<file path="src/rtl/edge_timer.sv">
// Interval meter for a filtered, clock-synchronous level: detects edges and
// reports each completed interval's level and length in clock-enable ticks.
module edge_timer #(
  parameter int       W           = 8,
  parameter int       TIMEOUT     = 200,
  parameter bit       RESET_LEVEL = 1'b1
) (
  input  logic         clk,
  input  logic         reset,
  input  logic         in,
  input  logic         ce,
  output logic         valid,
  output logic         level,
  output logic [W-1:0] len,
  output logic         rise,
  output logic         fall,
  output logic         idle
);

  typedef enum logic [1:0] {SYNC, RUN, IDLE} state_t;

  localparam logic [W-1:0] TMO = W'(TIMEOUT);

  state_t         state_q, state_d;
  logic           in_q, in_d;
  logic [W-1:0]   cnt_q, cnt_d;
  logic           valid_q, valid_d;
  logic           level_q, level_d;
  logic [W-1:0]   len_q, len_d;
  logic           rise_q, rise_d;
  logic           fall_q, fall_d;
  logic           edge_c;

  always_comb begin
    edge_c  = in ^ in_q;
    in_d    = in;
    rise_d  = in & ~in_q;
    fall_d  = ~in & in_q;
    state_d = state_q;
    valid_d = 1'b0;
    level_d = level_q;
    len_d   = len_q;
    cnt_d   = cnt_q;

    // Saturating tick counter; frozen while IDLE so a stale count is never reported.
    if (edge_c)
      cnt_d = ce ? W'(1) : '0;
    else if (state_q != IDLE && cnt_q != TMO)
      cnt_d = cnt_q + W'(ce);

    case (state_q)
      SYNC: if (edge_c) state_d = RUN;
      RUN: begin
        if (edge_c) begin
          valid_d = 1'b1;
          level_d = in_q;
          len_d   = cnt_q;
        end else if (cnt_q == TMO) begin
          state_d = IDLE;
        end
      end
      IDLE: if (edge_c) state_d = RUN;
      default: state_d = SYNC;
    endcase
  end

  always_ff @(posedge clk or posedge reset) begin
    if (reset) begin
      state_q <= SYNC;
      in_q    <= RESET_LEVEL;
      cnt_q   <= '0;
      valid_q <= 1'b0;
      level_q <= 1'b0;
      len_q   <= '0;
      rise_q  <= 1'b0;
      fall_q  <= 1'b0;
    end else begin
      state_q <= state_d;
      in_q    <= in_d;
      cnt_q   <= cnt_d;
      valid_q <= valid_d;
      level_q <= level_d;
      len_q   <= len_d;
      rise_q  <= rise_d;
      fall_q  <= fall_d;
    end
  end

  assign valid = valid_q;
  assign level = level_q;
  assign len   = len_q;
  assign rise  = rise_q;
  assign fall  = fall_q;
  assign idle  = (state_q == IDLE);

endmodule

</file>
<file path="config.mk">
export PLATFORM = sky130hd
export DESIGN_NAME = edge_timer
export DESIGN_NICKNAME = d
export VERILOG_FILES = /design/src/rtl/edge_timer.sv
export SDC_FILE = /design/constraint.sdc
export NUM_CORES = 1
export LEC_CHECK = 0
export BUFFER_PORTS_ARGS = -buffer_cell sky130_fd_sc_hd__buf_4
export CAP_MARGIN = 25
export CELL_PAD_IN_SITES_DETAIL_PLACEMENT = 0
export CELL_PAD_IN_SITES_GLOBAL_PLACEMENT = 2
export CORE_AREA = 2 2 83 45
export CTS_BUF_LIST = sky130_fd_sc_hd__clkbuf_8
export CTS_CLUSTER_DIAMETER = 120
export DETAILED_ROUTE_END_ITERATION = 7
export DIE_AREA = 0 0 85 47
export HOLD_SLACK_MARGIN = 0.15
export MAX_ROUTING_LAYER = met4
export PLACE_DENSITY = 0.7
export SETUP_SLACK_MARGIN = 0.15
export SYNTH_ARGS = -nofsm -noshare
export SYNTH_HDL_FRONTEND = slang
export SYNTH_SLANG_ARGS = --single-unit
</file>
<file path="constraint.sdc">
create_clock -name clk -period 3.75 [get_ports clk]
set_clock_uncertainty 0.1 [all_clocks]
set_input_delay 0.375 -clock clk [delete_from_list [all_inputs] [get_ports clk]]
set_output_delay 0.375 -clock clk [all_outputs]
set_load 0.01 [all_outputs]
</file>
## Word-level counts from Yosys, hierarchy flattened

Index checks and enable logic that the tools add are counted.
W data, S select, Z words.

- Input port bits: 4
- Output and inout bits: 13
- Bits in registers: 23

- Mux-type cells: 9
- Reductions and logical operators: 6
- Add/subtract/negate cells: 1
- Bitwise logic cells: 5
- Eq/ne operators: 8

Operators with widths:

| kind | number |
|---|---|
| $mux W8 | 2 |
| $add A8 B1 Y8 | 1 |
| $eq A8 B8 Y1 const B | 1 |
| $ne A8 B8 Y1 const B | 1 |
| $mux W2 | 3 |
| $ne A2 B2 Y1 const B | 3 |
| $pmux W2 S2 | 1 |
| $mux W1 | 3 |
| $reduce_and A3 Y1 | 1 |
| $and A1 B1 Y1 | 2 |
| $eq A2 B1 Y1 const B | 1 |
| $eq A2 B2 Y1 const B | 1 |
| $logic_not A2 Y1 | 1 |
| $ne A2 B1 Y1 const B | 1 |
| $not A1 Y1 | 2 |
| $reduce_and A2 Y1 | 1 |
| $reduce_bool A2 Y1 | 1 |
| $reduce_or A2 Y1 | 1 |
| $logic_and A1 B1 Y1 | 1 |
| $xor A1 B1 Y1 | 1 |

## Logic depth before layout (Yosys ltp)

Gate-level depths: netlist of run 1.

- Depth in word-level cells: 4
- Gate-level depth with buffers: 5

## Worst setup path after synthesis of run 1

OpenSTA, ideal clock, no wires.

- Kind: register to register
- From: register in_q
- To: register len_q[1] (netlist: len[1])
- Path buffers: 1
- Cell stages (with the launch flop): 5
- Data arrival time: 1.689 ns
- Slack: 1.833 ns
- Cells stage by stage: dfstp_2 > ha_1 > nor3b_1 > buf_1 > mux2_1

- Longest elaborated chain between the ends: 2

RTL lines:

| element | line | source |
|---|---|---|
| start, declared | 25 | `logic in_q, in_d;` |
| start signal, assigned | 79 | `in_q <= in_d;` |
| $xor A1 B1 Y1 | 35 | `edge_c = in ^ in_q;` |
| $reduce_and A2 Y1 (no source line) | n/a |  |
| end signal, assigned | 83 | `len_q <= len_d;` |
| end, declared | 29 | `logic [W-1:0] len_q, len_d;` |

No other way between the ends.
A chain may end at the register's enable or synchronous reset.

## Final worst setup path of run 1

- From: input port in
- To: register len_q[5] (netlist: len[5])

- Longest elaborated chain between the ends: 2

RTL lines:

| element | line | source |
|---|---|---|
| start, declared | 10 | `input logic in,` |
| $xor A1 B1 Y1 | 35 |  |
| $reduce_and A2 Y1 (no source line) | n/a |  |

No other way between the ends.

==> flow_summary.yaml, run 1 <==
status:
  status: "finished clean"
synthesis:
  synth_cell_type_count: 27
  yosysTopAreaCell: "dfrtp_1"
  ys_seq_area_frac: 0.5656
  synth-main-ff-cell: "dfrtp_1"
  synth_warnings: 0
  syn-num-nets: 93
  synth_area_per_cell_um2: 12.00
  async_flop_share: 1.000
  synth_top_cell_area_share: 0.5399
  yosys-top-cells-area: "dfrtp_1, mux2_1, ha_1"
  synth_common_cells: "dfrtp_1, mux2_1, a21oi_1, inv_1, nand2_1"
  synth_edf_count: 0
  netlist_instances: 85
  ys_ff_latch: 23
  yosysMostFrequentCell: "dfrtp_1"
  netlist_area_mm2: 0.001020
global_route:
  grt_first_pass_wirelength_um: 3553
  antenna_found_initial: 0
  grt.overflow.total: 0
  grt_use_total: 0.1276
  grt_pass1_vias: 659
  grt_max_degree: 24
placed_design:
  dp.cells: 142
  hpwl_um: 1567
  dpl-instance-area_mm2: 0.001192
  dp_slack_ps: 1840
  place_congestion: 0.7386
  io_buffers: 16
run:
  max_cap_viol_count: 0
power_and_ir_drop:
  power_mw: 0.5007
  power.density_mw_per_mm2: 401.4
  p_leak_nw: 0.5771
  ir_drop_mv: 0.1498
  clockPowerShare: 0.304
  power_frac_comb: 0.141
  seq_power_share: 0.555
  p_sw_mw: 0.1280
  switching_share: 0.2557
  p_int_mw: 0.3727
sta:
  setup-tns-final_ps: 0
  setup_ws_ps: 1572
  max_slew_margin: 0.4109
  fin_crit_sh: 0.5809
  rsz0062_at_grt: "false"
  setup_viol: 0
  period_needed_ps: 2178
  hold_violations: 0
  tightest_slew_ps: 882.7
  fmax_ghz: 0.4590
  final_max_slew_viol_count: 0
routing:
  wl_um: 2104
  top_layer: "met4"
  ant_nets: 0
  routed_via_density: 4.830
  routedWlPerCell_um: 14.31
  drc_errors: 0
  wl_met3_um: 137
  vias: 710
  wl_met2_um: 796
  dr.pass1.iters: 4
  drt_iter0_drc: 45
  wl_met1_um: 1159
setup_path:
  critical_path_buf_inv_count: 4
  critPathArrivalTime_ps: 2220
  cp-end-kind: "flip-flop"
  path_class: "in -> reg"
  cpLargestDelayFamily: "buffers and inverters"
  cpMaxStageDelayCell: "dlygate4sd3_1"
  start_kind: "input port"
  path_cells: "dlygate4sd3_1 -> buf_4 -> inv_1 -> ha_1 -> nor3b_1 -> buf_4 -> mux2_1"
  path_max_fanout: 10
  cp.required_ps: 3790
  crit_top_cell: "buf_4"
  slowest_delay_ps: 530
layout:
  postLayoutCellArea_mm2: 0.001247
  layout-drive-gt1-share: 0.2190
  synthToLayoutAreaGrowth_pct: 22.33
  diodes: 0
  nNetsFinal: 114
  fillers: 339
  stdcell_count: 147
clock_tree:
  cts_resized: 0
  cts_buffer_depth: 2
  clock_latency_ps: 260
  h-tree-depth: 1
  cts_tree: "yes"
  numCtsBuffers: 3
  hold_buffers: 1
  post_cts.repair.setup_buffers: 0
  clk_pin_slew_ps: 80
  cts-root-buf: "clkbuf_8"
  cts_sinks: 23
floorplan:
  coreArea_mm2: 0.003284
  die-height_um: 47
  initial_core_util: 0.3105
  die_w_um: 85
  ios: 17
  fp-row-count: 15
  die-area_mm2: 0.003995
worst_hold_path:
  hold_class: "in -> async"
area by class of cell:
class / count / area (um2) / area share
Sequential cell: 23 / 576.8 / 0.4624
Multi-Input combinational cell: 53 / 409.1 / 0.3280
Timing Repair Buffer: 18 / 137.6 / 0.1103
Tap cell: 42 / 52.55 / 0.04213
Clock buffer: 3 / 41.29 / 0.03310
Inverter: 7 / 26.28 / 0.02106
Clock inverter: 1 / 3.754 / 0.003009
layout by cell type (no fill, tap or decap), types with 2 or more instances in the layout:
master / n
clkbuf_8: 3
inv_1: 7
o211ai_1: 2
ha_1: 4
nand2_1: 6
mux2_1: 9
nand2b_1: 2
nor2_1: 2
dfrtp_1: 22
buf_4: 17
or4_1: 4
a21oi_1: 6
o31ai_1: 5
nand3_1: 2
per-layer routing:
| layer | up-vias | global-route usage |
|---|---|---|
| met3 | 2 | 0.05272 |
| met5 | - | - |
| li1 | 350 | - |
| met1 | 342 | 0.1781 |
| met4 | 0 | 0.02857 |
| met2 | 16 | 0.1703 |
logic make-up after synthesis:
kind of cell | Yosys count | synth area share
AO/OA/AOI/OAI | 17 | 0.1080
adder cells (fa/ha/maj) | 4 | 0.04908
buffers and inverters | 9 | 0.03312
flip-flops | 23 | 0.5657
multiplexers | 10 | 0.1092
AND/OR/NAND/NOR | 22 | 0.1350
state kept, by name, indices dropped and copies added (netlist names):
register,flops
cnt_q,8
len,8
state_q,2
fall,1
in_q,1
level,1
rise,1
valid,1
power by group through the flow:
| stage | clock [mW] | combinational, mW | sequential (mW) |
|---|---|---|---|
| 6_report | 0.152 | 0.0707 | 0.278 |
| 5_1_grt | 0.174 | 0.0785 | 0.281 |
| 2_1_floorplan | 0 | 0.0356 | 0.285 |
| 3_3_place_gp | 0 | 0.0712 | 0.283 |
| 3_5_place_dp | 0 | 0.0712 | 0.283 |
| 4_1_cts | 0.158 | 0.0725 | 0.279 |
worst reg2reg max path: cells and delay by family (launching register included):
family	cells	cell delay, ps
buffers and inverters	1	220
muxes	1	350
adders and majority gates	1	310
DFF	1	550
and+or+nand+nor	1	230
per-stage QoR:
| step | util | hold slack, ps |
|---|---|---|
| final | 0.3798 | 199.4 |
| after global routing | 0.3798 | 278.6 |
| after CTS | 0.3798 | 230.8 |
| after detailed placement | 0.3630 | 378.1 |
| after global placement | 0.3630 | 375.4 |
| after floorplan | - | 276.2 |
path summary, 6_finish.rpt:
check / to / slack [ps] / startpoint / cells past startpoint
max reg2reg: len[5] / 1890 / in_q / 4
min in group clk: cnt_q[0] / 290 / ce / 3
min reg2reg: len[4] / 390 / len[4] / 1
min: rise / 200 / reset / 2
max: len[5] / 1570 / in / 7
max in group asynchronous: cnt_q[7] / 2810 / reset / 2
No activity file was read; power rests on OpenSTA's default activity.
==> run 2, diff against run 1 <==
--- a/config.mk
+++ b/config.mk
@@ -16,7 +16,7 @@
 export DIE_AREA = 0 0 85 47
 export HOLD_SLACK_MARGIN = 0.15
 export MAX_ROUTING_LAYER = met4
-export PLACE_DENSITY = 0.7
+export PLACE_DENSITY = 0.72
 export SETUP_SLACK_MARGIN = 0.15
 export SYNTH_ARGS = -nofsm -noshare
 export SYNTH_HDL_FRONTEND = slang
==> constraint.sdc (replaced) <==
create_clock -name clk -period 2 [get_ports clk]
set_clock_uncertainty 0.1 [all_clocks]
set_input_delay 0.2 -clock clk [delete_from_list [all_inputs] [get_ports clk]]
set_output_delay 0.2 -clock clk [all_outputs]
set_load 0.01 [all_outputs]
==> flow_summary.yaml, run 2 (synthesis results as in run 1) <==
status:
  status: "finished clean"
placed_design:
  place_congestion: 0.7844
  hpwl_um: 1640
  dpl-instance-area_mm2: 0.001237
  dp_slack_ps: 134.2
  dp.cells: 148
  io_buffers: 16
clock_tree:
  cts_buffer_depth: 2
  cts_tree: "yes"
  cts_sinks: 23
  clock_latency_ps: 260
  cts-root-buf: "clkbuf_8"
  h-tree-depth: 1
  clk_pin_slew_ps: 80
  numCtsBuffers: 3
  post_cts.repair.setup_buffers: 0
floorplan:
  die_w_um: 85
  initial_core_util: 0.3105
  fp-row-count: 15
  die-area_mm2: 0.003995
  die-height_um: 47
  coreArea_mm2: 0.003284
  ios: 17
setup_path:
  cpMaxStageDelayCell: "or4b_4"
  start_kind: "flip-flop"
  cp.required_ps: 2090
  critPathArrivalTime_ps: 1880
  slowest_delay_ps: 560
  path_cells: "or4b_4 -> or4b_1 -> a21oi_1"
  path_class: "reg -> reg"
  cp-end-kind: "flip-flop"
  path_max_fanout: 5
sta:
  fin_crit_sh: 0.8963
  max_slew_margin: 0.7376
  tightest_slew_ps: 390.0
  rsz0062_at_grt: "false"
  final_max_slew_viol_count: 0
  setup_ws_ps: 207.4
  fmax_ghz: 0.5579
  hold_violations: 0
  period_needed_ps: 1793
  setup-tns-final_ps: 0
  setup_viol: 0
layout:
  postLayoutCellArea_mm2: 0.001326
  fillers: 326
  synthToLayoutAreaGrowth_pct: 30.06
  diodes: 0
  layout-drive-gt1-share: 0.2832
  nNetsFinal: 122
  final_cell_mix: "dfrtp_1, buf_4, mux2_1, inv_1"
  stdcell_count: 155
routing:
  dr.pass1.iters: 4
  wl_um: 2204
  drt_iter0_drc: 24
  routedWlPerCell_um: 14.22
  ant_nets: 0
  routed_via_density: 4.961
  drc_errors: 0
  vias: 769
run:
  max_cap_viol_count: 0
global_route:
  met2_usage: 0.1828
  grt_use_total: 0.1296
  antenna_found_initial: 0
  grt_max_degree: 24
  grtUsageMet3: 0.04394
  busiest_layer: "met2"
  grt_first_pass_wirelength_um: 3677
  grt_use_met1: 0.1800
  grt.overflow.total: 0
  grt_pass1_vias: 728
power_and_ir_drop:
  switching_share: 0.2506
  power.density_mw_per_mm2: 719.5
  p_leak_nw: 0.6147
  p_int_mw: 0.7151
  power_frac_comb: 0.168
  ir_drop_mv: 0.2849
  clockPowerShare: 0.291
  p_sw_mw: 0.2391
  seq_power_share: 0.541
worst_hold_path:
  hold_class: "in -> reg"
-- run 2: changes by cell type in the layout (fill, tap and decap cells not counted), sizes merged --
cell | before | now
buf | 17 | 23
dlygate4sd3 | 1 | 3
-- run 2: routing by layer --
metal | wire length (um) | vias up
met4 | 17 | 0
met1 | 1185 | 375
met5 | 0 | -
met2 | 873 | 21
li1 | - | 369
met3 | 128 | 4
-- run 2: cell type report --
class / count / area, um2 / area share
sequential: 23 / 576.8 / 0.4349
inverter: 7 / 26.28 / 0.01981
multi-input combinational: 53 / 419.2 / 0.3160
timing repair buffer: 26 / 206.4 / 0.1557
tap: 42 / 52.55 / 0.03962
clock inverter: 1 / 3.754 / 0.002830
clock buffer: 3 / 41.29 / 0.03113
-- run 2: worst paths after layout --
check | from | to | slack [ps] | cells after the start
max reg2reg | cnt_q[0] | state_q[1] | 210 | 3
max | cnt_q[0] | state_q[1] | 210 | 3
min in group asynchronous | reset | rise | 440 | 4
max in group asynchronous | reset | in_q | 1080 | 4
min | in | fall | 160 | 3
min reg2reg | len[7] | len[7] | 390 | 1
-- run 2: critical path, delay by kind of cell, from the launching register on --
| family | cells | cell delay (ps) |
|---|---|---|
| simple gates | 2 | 1040 |
| compound gates | 1 | 150 |
| flops | 1 | 420 |
-- run 2: per-stage QoR --
stage	utilization	hold slack, ps	power [mW]
floorplan	-	101.2	0.6014
global placement	0.3768	168.5	0.6808
detailed placement	0.3768	171.6	0.6811
CTS	0.4011	154.5	0.9641
global route	0.4038	179.1	1.012
finish	0.4038	156.9	0.9543
-- run 2: repair_timing --
item,CTS,global route
hold buffers,3,0
setup endpoints to repair,7,8
gates resized for setup,1,3
hold endpoints to repair,25,0
pin swaps,0,1
-- run 2: power groups by stage --
stage	sequential [mW]	clock [mW]	combinational (mW)
global placement	0.523	0	0.157
detailed placement	0.526	0	0.155
CTS	0.516	0.286	0.162
global route	0.521	0.310	0.181
floorplan	0.534	0	0.0673
finish	0.516	0.278	0.160
==> run 3, diff against run 2 <==
--- a/config.mk
+++ b/config.mk
@@ -7,8 +7,6 @@
 export LEC_CHECK = 0
 export BUFFER_PORTS_ARGS = -buffer_cell sky130_fd_sc_hd__buf_4
 export CAP_MARGIN = 25
-export CELL_PAD_IN_SITES_DETAIL_PLACEMENT = 0
-export CELL_PAD_IN_SITES_GLOBAL_PLACEMENT = 2
 export CORE_AREA = 2 2 83 45
 export CTS_BUF_LIST = sky130_fd_sc_hd__clkbuf_8
 export CTS_CLUSTER_DIAMETER = 120
@@ -16,7 +14,7 @@
 export DIE_AREA = 0 0 85 47
 export HOLD_SLACK_MARGIN = 0.15
 export MAX_ROUTING_LAYER = met4
-export PLACE_DENSITY = 0.72
+export PLACE_DENSITY = 0.52
 export SETUP_SLACK_MARGIN = 0.15
 export SYNTH_ARGS = -nofsm -noshare
 export SYNTH_HDL_FRONTEND = slang
==> flow_summary.yaml, run 3 (synthesis results as in run 1) <==
status:
  status: "finished clean"
layout:
  fillers: 328
  layout_commonest_cell: "buf_4"
  layout-drive-gt1-share: 0.2768
  multi_input_area_um2: 414.1
  stdcell_count: 154
  synthToLayoutAreaGrowth_pct: 28.71
  diodes: 0
  nNetsFinal: 121
  final_cell_mix: "buf_4, dfrtp_1, mux2_1"
  seq_area_um2: 578.1
sta:
  setup-tns-final_ps: 0
  final_max_slew_viol_count: 0
  fmax_ghz: 0.5622
  rsz0062_at_grt: "false"
  tightest_slew_ps: 489.7
  setup_ws_ps: 221.2
  hold_violations: 0
  fin_crit_sh: 0.8894
  setup_viol: 0
  period_needed_ps: 1779
  max_slew_margin: 0.6705
  whs_ps: 169.9
setup_path:
  cp-end-kind: "flip-flop"
  path_class: "reg -> reg"
  cp.required_ps: 2090
  critPathArrivalTime_ps: 1870
  path_max_fanout: 5
  start_kind: "flip-flop"
placed_design:
  hpwl_um: 1520
  io_buffers: 16
  dp.cells: 146
  dp_slack_ps: 156.2
  place_congestion: 0.8070
power_and_ir_drop:
  power_mw: 0.9522
  ir_drop_mv: 0.2495
  clockPowerShare: 0.296
  power.density_mw_per_mm2: 725.4
  switching_share: 0.2494
  power_frac_comb: 0.163
  seq_power_share: 0.540
  p_int_mw: 0.7147
  p_sw_mw: 0.2374
  p_leak_nw: 0.6100
floorplan:
  die-area_mm2: 0.003995
  fp-row-count: 15
  initial_core_util: 0.3105
  coreArea_mm2: 0.003284
  die-height_um: 47
  die_w_um: 85
  ios: 17
global_route:
  grt_pass1_vias: 723
  grt.overflow.total: 0
  antenna_found_initial: 0
  grt_first_pass_wirelength_um: 3574
  grt_use_total: 0.1240
  grt_max_degree: 24
run:
  max_cap_viol_count: 0
routing:
  dr.pass1.iters: 4
  drt_iter0_drc: 50
  wl_um: 2063
  ant_nets: 0
  drc_errors: 0
  routedWlPerCell_um: 13.40
  vias: 755
  routed_via_density: 4.903
worst_hold_path:
  hold_class: "in -> reg"
clock_tree:
  cts_sinks: 23
  clock_latency_ps: 260
  cts-root-buf: "clkbuf_8"
  numCtsBuffers: 3
  cts_buffer_depth: 2
  h-tree-depth: 1
  clk_pin_slew_ps: 80
  cts_tree: "yes"
run 3: changes by cell type in the layout (fill, tap and decap cells not counted):
cell	before	now
ha_2	2	0
clkinv_2	0	1
dfrtp_1	22	21
buf_6	1	0
ha_1	2	4
dfrtp_2	0	1
inv_1	7	6
run 3: final cells by class:
type / count / share of cell area
sequential: 23 / 0.4404
clock buffer: 3 / 0.03146
inverter: 7 / 0.02002
multi-input combinational: 53 / 0.3155
timing repair buffer: 25 / 0.1487
tap: 42 / 0.04004
clock inverter: 1 / 0.003813
run 3: metal layers:
metal / vias to the layer above / part of all wire / GRT usage
met1: 361 / 0.55 / 0.1730
met3: 2 / 0.070 / 0.04921
met5: - / 0 / -
met2: 20 / 0.38 / 0.1672
met4: 0 / 0.0039 / 0.02857
li1: 372 / - / -
run 3: worst paths after layout:
kind / startpoint / to / slack (ps) / cells past startpoint
min in group asynchronous: reset / state_q[1] / 430 / 4
worst min-delay path: in / fall / 170 / 3
max in group asynchronous: reset / in_q / 1090 / 4
worst min register to register: level / level / 390 / 1
worst max-delay path: cnt_q[0] / state_q[1] / 220 / 3
worst max register to register: cnt_q[0] / state_q[1] / 220 / 3
run 3: what timing repair did:
| item | CTS | global route |
|---|---|---|
| setup endpoints to repair | 4 | 1 |
| gates cloned | 0 | 0 |
| hold buffers | 3 | 0 |
| gates resized for setup | 1 | 1 |
| pin swaps | 0 | 1 |
| endpoints found under the hold margin | 26 | 0 |
| buffers inserted | 0 | 1 |
run 3: through the flow:
step                  util  cell area (um2)
floorplan                -             1021
global placement    0.3722             1222
detailed placement  0.3722             1222
CTS                 0.3970             1304
global route        0.3996             1313
finish              0.3996             1313
run 3: power groups by stage:
| stage | sequential [mW] | clock [mW] | combinational, mW |
|---|---|---|---|
| detailed placement | 0.524 | 0 | 0.152 |
| global route | 0.520 | 0.320 | 0.175 |
| finish | 0.514 | 0.282 | 0.156 |
| floorplan | 0.534 | 0 | 0.0673 |
| CTS | 0.515 | 0.297 | 0.158 |
| global placement | 0.524 | 0 | 0.152 |
run 3: critical path: stages, from the launching register on:
cell and delay [ps]:
dfrtp_1 420, or4b_4 560, or4b_1 490, a21oi_1 150
